--- config.mk ---
export PLATFORM = sky130hd
export DESIGN_NAME = uart_rx
export DESIGN_NICKNAME = d
export VERILOG_FILES = /design/src/rtl/uart_pkg.sv /design/src/rtl/uart_sync2.sv /design/src/rtl/uart_rx.sv
export SDC_FILE = /design/constraint.sdc
export NUM_CORES = 1
export LEC_CHECK = 0
export CAP_MARGIN = 20
export CORE_MARGIN = 5
export CORE_UTILIZATION = 35
export DETAILED_ROUTE_END_ITERATION = 8
export RECOVER_POWER = 100
export SLEW_MARGIN = 20
export SYNTH_ARGS = -nofsm -noshare
export SYNTH_HDL_FRONTEND = slang
export SYNTH_HIERARCHICAL = 1
export SYNTH_SLANG_ARGS = --single-unit
--- constraint.sdc ---
create_clock -name clk -period 2.35 [get_ports clk]
set_input_delay 0.47 -clock clk [delete_from_list [all_inputs] [get_ports clk]]
set_output_delay 0.47 -clock clk [all_outputs]
set_load 0.01 [all_outputs]
--- src/rtl/uart_pkg.sv ---
// Shared UART definitions: baud defaults, 8N1 frame constants and the
// receiver state encodings, so transmitter and receiver agree on one baud.
package uart_pkg;

  // Default bit period is CLKCOUNTER+1 clocks; the counter must be wide
  // enough to hold CLKCOUNTER.
  localparam int CLKCOUNTER_DEF    = 8;
  localparam int NBITS_COUNTER_DEF = 8;

  // 8N1 frame.
  localparam int   DATA_BITS  = 8;
  localparam int   IDX_W      = $clog2(DATA_BITS);
  localparam logic STOP_LEVEL = 1'b1;

  // Receiver state encodings.
  localparam logic [2:0] ENC_IDLE      = 3'd0;
  localparam logic [2:0] ENC_START     = 3'd1;
  localparam logic [2:0] ENC_DATA      = 3'd2;
  localparam logic [2:0] ENC_STOP      = 3'd3;
  localparam logic [2:0] ENC_DONE      = 3'd4;
  localparam logic [2:0] ENC_ERR       = 3'd5;
  localparam logic [2:0] ENC_WAIT_HIGH = 3'd6;

  typedef enum logic [2:0] {
    S_IDLE      = ENC_IDLE,
    S_START     = ENC_START,
    S_DATA      = ENC_DATA,
    S_STOP      = ENC_STOP,
    S_DONE      = ENC_DONE,
    S_ERR       = ENC_ERR,
    S_WAIT_HIGH = ENC_WAIT_HIGH
  } rx_state_t;

endpackage

--- src/rtl/uart_sync2.sv ---
// Two-flop synchronizer for an asynchronous single-bit input. The reset
// value is a parameter so idle-high lines come out of reset idle.
module uart_sync2 #(
  parameter logic RST_VAL = 1'b1
) (
  input  logic clk,
  input  logic rst,
  input  logic i_async,
  output logic o_sync
);

  logic r_meta;
  logic r_sync;

  // Metastability filter: first flop may go metastable, second settles it.
  always_ff @(posedge clk) begin
    if (rst) begin
      r_meta <= RST_VAL;
      r_sync <= RST_VAL;
    end else begin
      // NOTE: non-blocking assignments make both flops sample the old values,
      // giving a true two-stage chain rather than a single flop.
      r_meta <= i_async;
      r_sync <= r_meta;
    end
  end

  assign o_sync = r_sync;

endmodule

--- src/rtl/uart_rx.sv ---
// 8N1 UART receiver. Detects the start edge on the synchronized line,
// confirms the start bit at mid-bit, then samples each data bit and the
// stop bit one full bit period apart. A good frame updates dataRX with a
// one-cycle dataValid strobe; a low stop bit gives a one-cycle frameError
// and the receiver then waits for the line to return high.
module uart_rx
  import uart_pkg::*;
#(
  parameter int CLKCOUNTER    = CLKCOUNTER_DEF,   // >= 3
  parameter int NBITS_COUNTER = NBITS_COUNTER_DEF // 2**NBITS_COUNTER > CLKCOUNTER
) (
  input  logic                 clk,
  input  logic                 rst,
  input  logic                 bitRX,
  output logic [DATA_BITS-1:0] dataRX,
  output logic                 dataValid,
  output logic                 frameError,
  output logic                 busy
);

  localparam logic [NBITS_COUNTER-1:0] C_FULL   = NBITS_COUNTER'(CLKCOUNTER);
  localparam logic [NBITS_COUNTER-1:0] C_HALF   = NBITS_COUNTER'(CLKCOUNTER / 2);
  localparam logic [IDX_W-1:0]         LAST_IDX = IDX_W'(DATA_BITS - 1);

  logic                     w_rxs;
  logic                     r_rxs_d;
  rx_state_t                r_state;
  logic [NBITS_COUNTER-1:0] r_cnt;
  logic [IDX_W-1:0]         r_idx;
  logic [DATA_BITS-1:0]     r_shift;
  logic [DATA_BITS-1:0]     r_data;
  logic                     r_valid;
  logic                     r_ferr;
  logic                     r_busy;

  uart_sync2 #(.RST_VAL(1'b1)) u_sync (
    .clk     (clk),
    .rst     (rst),
    .i_async (bitRX),
    .o_sync  (w_rxs)
  );

  // Delayed copy of the synchronized line for falling-edge detection.
  always_ff @(posedge clk) begin
    if (rst) r_rxs_d <= 1'b1;
    else     r_rxs_d <= w_rxs;
  end

  // Receive FSM with bit-period counter, bit index, shift register and
  // registered outputs.
  always_ff @(posedge clk) begin
    if (rst) begin
      r_state <= S_IDLE;
      r_cnt   <= '0;
      r_idx   <= '0;
      r_shift <= '0;
      r_data  <= '0;
      r_valid <= 1'b0;
      r_ferr  <= 1'b0;
      r_busy  <= 1'b0;
    end else begin
      // NOTE: strobes default low each cycle so they can only ever be
      // one-cycle pulses; every other register holds unless a branch writes it.
      r_valid <= 1'b0;
      r_ferr  <= 1'b0;

      case (r_state)
        S_IDLE: begin
          r_cnt <= '0;
          if (r_rxs_d && !w_rxs) begin
            r_state <= S_START;
            r_busy  <= 1'b1;
          end
        end

        S_START: begin
          if (r_cnt == C_HALF) begin
            r_cnt <= '0;
            if (!w_rxs) begin
              r_idx   <= '0;
              r_state <= S_DATA;
            end else begin
              // Line went back high before mid-bit: a glitch, not a start.
              r_state <= S_IDLE;
              r_busy  <= 1'b0;
            end
          end else begin
            r_cnt <= r_cnt + 1'b1;
          end
        end

        S_DATA: begin
          if (r_cnt == C_FULL) begin
            r_shift[r_idx] <= w_rxs;
            r_cnt          <= '0;
            r_idx          <= r_idx + 1'b1;
            if (r_idx == LAST_IDX) r_state <= S_STOP;
          end else begin
            r_cnt <= r_cnt + 1'b1;
          end
        end

        S_STOP: begin
          if (r_cnt == C_FULL) begin
            r_cnt  <= '0;
            r_busy <= 1'b0;
            if (w_rxs == STOP_LEVEL) begin
              r_data  <= r_shift;
              r_valid <= 1'b1;
              r_state <= S_DONE;
            end else begin
              r_ferr  <= 1'b1;
              r_state <= S_ERR;
            end
          end else begin
            r_cnt <= r_cnt + 1'b1;
          end
        end

        S_DONE: r_state <= S_IDLE;

        S_ERR: r_state <= S_WAIT_HIGH;

        // A held-low line (break) must not look like a string of start bits.
        S_WAIT_HIGH: begin
          if (w_rxs) r_state <= S_IDLE;
        end

        default: begin
          r_state <= S_IDLE;
          r_busy  <= 1'b0;
        end
      endcase
    end
  end

  assign dataRX     = r_data;
  assign dataValid  = r_valid;
  assign frameError = r_ferr;
  assign busy       = r_busy;

endmodule
* Word-level counts from Yosys, hierarchy flattened
Index checks and enable logic that the tools add are counted.
** Cells by class
- Add/subtract/negate cells :: 2
- Order comparisons :: 2
- Equal/unequal tests :: 17
- Mux-type cells :: 26
- Bitwise logic cells :: 3
- Reduce and logical (&&, ||, !) cells :: 14
** Operators by type and width (count)
- 3-bit 2-to-1 mux :: 9
- 8-bit case mux with 3 select lines :: 1
- 3-bit case mux with 6 select lines :: 1
- 8-bit 2-to-1 mux :: 2
- 3-bit == test (second input constant) :: 4
- 2-bit != test (second input constant) :: 6
- 8-bit by 1-bit adder with 8-bit output (second input constant) :: 1
- 8-bit bitwise mux :: 1
- 8-bit by 3-bit == test with 1-bit output (second input constant) :: 1
- 8-bit by 4-bit == test with 1-bit output (second input constant) :: 1
- 1-bit 2-to-1 mux :: 8
- 3-bit by 2-bit == test with 1-bit output (second input constant) :: 2
- 3-bit case mux with 2 select lines :: 1
- 6-bit AND reduction :: 1
- 5-bit AND reduction :: 1
- 3-bit by 4-bit < comparator with 1-bit output (second input constant) :: 1
- 2-bit by 1-bit != test with 1-bit output (second input constant) :: 2
- 1-bit case mux with 4 select lines :: 1
- 4-bit AND reduction :: 1
- 4-bit OR reduction :: 1
- 3-bit by 1-bit adder with 3-bit output (second input constant) :: 1
- 1-bit demux with 3-bit select :: 1
- 3-bit by 1-bit == test with 1-bit output (second input constant) :: 1
- 3-bit by 1-bit >= comparator with 1-bit output (second input constant) :: 1
- other kinds (11) :: 14
** Word-level totals
- Bits in registers :: 36
- Input port bits :: 3

* Logic depth before layout (Yosys ltp)
- Depth after elaboration :: 5
- Gate-level depth with buffers :: 7

* Hierarchy
Netlist, hierarchy kept.
** Modules (own cells, without submodules)
- uart_rx :: times used 1, cells an instance 212, area an instance 1825.5 um2, sequential area each 680.7 um2
- uart_sync2 :: times used 1, cells an instance 4, area an instance 52.6 um2, sequential area each 40.0 um2

* Worst setup path after synthesis
No wires, ideal clock.
- Kind :: register -> register
- Start :: register r_cnt[0]
- End :: register r_shift[3]
- Setup time :: 126 ps
- Data arrival time :: 1583 ps
- Data required time :: 2224 ps
- Slack :: 642 ps
- Cell stages (with the launch flop) :: 8
- Path buffers :: 1
- Cells stage by stage :: dfxtp_1 -> inv_1 -> ha_1 -> or3b_2 -> nor3_2 -> buf_4 -> nand4b_1 -> mux2i_1
** On the way
- Longest elaborated chain between the ends :: 2
** Ends and longest elaborated chain
- start: declaration :: RTL line uart_rx.sv:28 : logic [NBITS_COUNTER-1:0] r_cnt;
- start signal: assignment :: RTL line uart_rx.sv:88 : r_cnt <= r_cnt + 1'b1;
- start signal: assignment :: RTL line uart_rx.sv:99 : r_cnt <= r_cnt + 1'b1;
- start signal: assignment :: RTL line uart_rx.sv:116 : r_cnt <= r_cnt + 1'b1;
- 8-bit by 4-bit == test with 1-bit output :: RTL line uart_rx.sv:93 : if (r_cnt == C_FULL) begin
- 2-bit AND reduction (no line)
- end signal: indexed assignment :: RTL line uart_rx.sv:94 : r_shift[r_idx] <= w_rxs;
- end: declaration :: RTL line uart_rx.sv:30 : logic [DATA_BITS-1:0] r_shift;
No other way between the ends.
A chain may end at the register's enable or synchronous reset.

* Final worst setup path
- Start :: register r_cnt[0]
- End :: register r_state[0]
** On the way
- Longest elaborated chain between the ends :: 3
- Elaborated cells between the ends (all ways) :: 6
** Ends and longest elaborated chain
- 8-bit by 4-bit == test with 1-bit output / 8-bit by 3-bit == test with 1-bit output (equally long branches) :: RTL line uart_rx.sv:93, uart_rx.sv:104, uart_rx.sv:77
- 2-bit != test (no line)
- 6-bit AND reduction (no line) (*)
- end signal: assignment :: RTL line uart_rx.sv:97 : if (r_idx == LAST_IDX) r_state <= S_STOP;
- end signal: assignment :: RTL line uart_rx.sv:110 : r_state <= S_DONE;
- end signal: assignment :: RTL line uart_rx.sv:113 : r_state <= S_ERR;
- end: declaration :: RTL line uart_rx.sv:27 : rx_state_t r_state;
Every way passes the cells marked *; elsewhere a longest branch is shown, timed or not.

==> results.toml <==
[drt]
ant_nets = 0
post-route-drc-count = 0
wire_per_inst_um = 13.52
dr.pass1.iters = 4
drt_iter0_drc = 117
viasPerCell = 5.342
routed_wl_um = 4071
vias = 1608

[placed_design]
dp_hpwl_um = 2899
routabilityCongestion = 0.8152
io_buffers = 13

[min_path]
worstHoldPathCells = 1
hp-start = "u_sync/r_meta"
hp-class = "flop to flop"
holdPathEnd = "u_sync/o_sync"

[synthesis]
syn_nets = 223
synth_edf_count = 0
async_reset_ff_share_pct = 0
synth_area_sq_mm = 0.001878
synth_cell_types = 49
syn_area_per_cell_sq_um = 8.695
seq_area_frac_synth_pct = 38.37
yosys_warnings = 6
ys_seq_elements = 36
synth_flop_cell = "dfxtp_1"
postSynthCellCount = 216

[power]
power_mw = 1.478
vdd_drop_max_v = 0.0003498
p_per_area_mw_per_mm2 = 681.5
power_leakage_nw = 0.8686

[global_routing]
grt_max_degree = 19
grt_pass1_vias = 1565
grt_pass1_wl_um = 7369
grt_use_total_pct = 12.76
antenna_found_initial = 0
gr-total-overflow = 0

[cts]
numCtsBuffers = 5
cts_num_sinks = 36
clk_latency_ps = 290
root_buffer = "clkbuf_8"
cts_tree = "built"
cts_setup_buffers = 0
cts_hold_buf = 0
h-tree-depth = 2
clk_path_buf_depth = 2
clkSlewWorstSetupHoldPaths_ps = 70
cts_resized = 0

[critical_path]
rr_worst_depth = 7
worst-path-max-fanout = 7
r2r-end = "r_state[0]"
path_class = "flop to flop"
critPathCaptureType = "flop"
worst_setup_path_start_kind = "flop"
rrSetupSlack_ps = 390
cp.arrival_ps = 2150
r2r_start = "r_cnt[0]"
worstPathRequired_ps = 2540

[finish]
area_growth_pct = 15.46
drive_above_1_share_pct = 9.957
nets = 237
n_fill_cell = 514
n_antenna_cell = 0

[floorplanning]
die_x_um = 83.25
ios = 14
die_area_sq_mm = 0.006931
core_sq_mm = 0.005172
rows = 26
start_util_pct = 36.31
die_h_um = 83.25

[sta]
setup_viol = 0
finalHoldViolCount = 0
min_period_ps = 1959
setup_tns_ps = 0
finalCritPeriodShare_pct = 83.36
worstMarginPinSlew_ps = 467.3
rsz0062_at_grt = "false"
relSlewSlack_pct = 68.73
fmax_ghz = 0.5105
slew_viol_final = 0
fin_skew_ps = 11.49

[outcome]
status = "finished, final reports clean"

[flow_run]
maxCapViolCount = 0
## per-layer routing
metal / routed length (um) / global-route usage [%] / up-vias
met4: 62 / 5.795 / 0
li1: - / - / 814
met2: 1815 / 19.24 / 26
met5: 0 / 0 / -
met1: 2045 / 17.24 / 763
met3: 148 / 2.871 / 5
## cells in the mapped netlist (6+ instances only)
cell | n | area share [%]
clkbuf_1 | 7 | 1.4
a21oi_1 | 6 | 1.6
nor2_1 | 15 | 3.0
nand3_1 | 11 | 2.9
mux2i_1 | 16 | 8.5
inv_1 | 7 | 1.4
nor2b_1 | 6 | 2.0
dfxtp_1 | 36 | 38
nand2_1 | 27 | 5.4
a31oi_1 | 6 | 2.0
## sequential cells by signal, summed over array words and instances (netlist names), 3 cells and up
signal   cells
dataRX       8
r_cnt        8
r_idx        3
r_shift      8
r_state      3
## power by group
part           switching, mW  internal (mW)
clock network          0.219          0.315
registers             0.0463          0.634
logic                  0.151          0.113
total                  0.416           1.06
## cell usage in the layout (no fill, tap or decap), types with 2 or more instances in the layout
cell and instances:
dfxtp_1 36, dlygate4sd3_1 12, or2_1 2, nand4_1 4, nor4_1 3, nand4b_1 3, a31oi_1 6, buf_4 5
clkbuf_1 3, nor3_1 3, a21oi_1 6, nor3b_1 4, a211oi_1 4, clkbuf_8 5, or2_2 4, nand3_1 11
o22ai_1 3, ha_1 4, o21ai_0 3, nor2_1 15, nand2_1 27, o32ai_1 3, nand2b_1 3, o211ai_1 2
nand3b_1 2, nor2b_1 6, inv_1 7, mux2i_1 16, or3b_2 3, or3_1 3, o41ai_1 4
## critical path, cell delays in order (launching register included)
cell,delay (ps)
dfxtp_1,350
inv_1,70
ha_1,150
nor3b_1,270
clkbuf_1,290
a211oi_1,160
or2_2,310
o32ai_1,260
## stage by stage
stage	worst slack, ps	util (%)	hold WS (ps)	cell area (sq um)	instances
after floorplan	641.9	-	383.2	1878	216
after global placement	518.7	40.35	390.3	2087	293
after detailed placement	477.7	40.35	394.1	2087	293
after CTS	456.3	42.43	410.6	2195	301
after global routing	220.3	41.92	444.2	2168	301
final	391.0	41.92	407.0	2168	301
## cell families after synthesis
| kind of cell | synth area share [%] |
|---|---|
| mux | 8.527 |
| flops | 38.37 |
| buf+inv | 5.064 |
| compound gates | 14.39 |
| simple gates | 30.98 |
| fa+ha+maj | 2.665 |
## how the worst max path moves through the flow
| stage | slack, ps | from | depth (start not counted) | to |
|---|---|---|---|---|
| final | 390 | r_cnt[0] | 7 | r_state[0] |
| after global routing | 220 | r_cnt[0] | 7 | r_state[0] |
| after CTS | 460 | r_cnt[0] | 7 | r_shift[1] |
| after detailed placement | 480 | r_cnt[0] | 7 | r_shift[1] |
| after global placement | 520 | r_cnt[0] | 7 | r_shift[1] |
| after floorplan | 640 | r_cnt[0] | 7 | r_shift[3] |
## cell type report
type	count	area (sq um)	share of cell area, %
inverter	7	26.28	1.212
clock inverter	2	35.03	1.616
multi-input combinational	159	1046	48.24
clock buffer	6	72.57	3.347
sequential	36	720.7	33.24
tap	70	87.58	4.039
timing repair buffer	21	180.2	8.309
No activity file was read; power rests on OpenSTA's default activity.
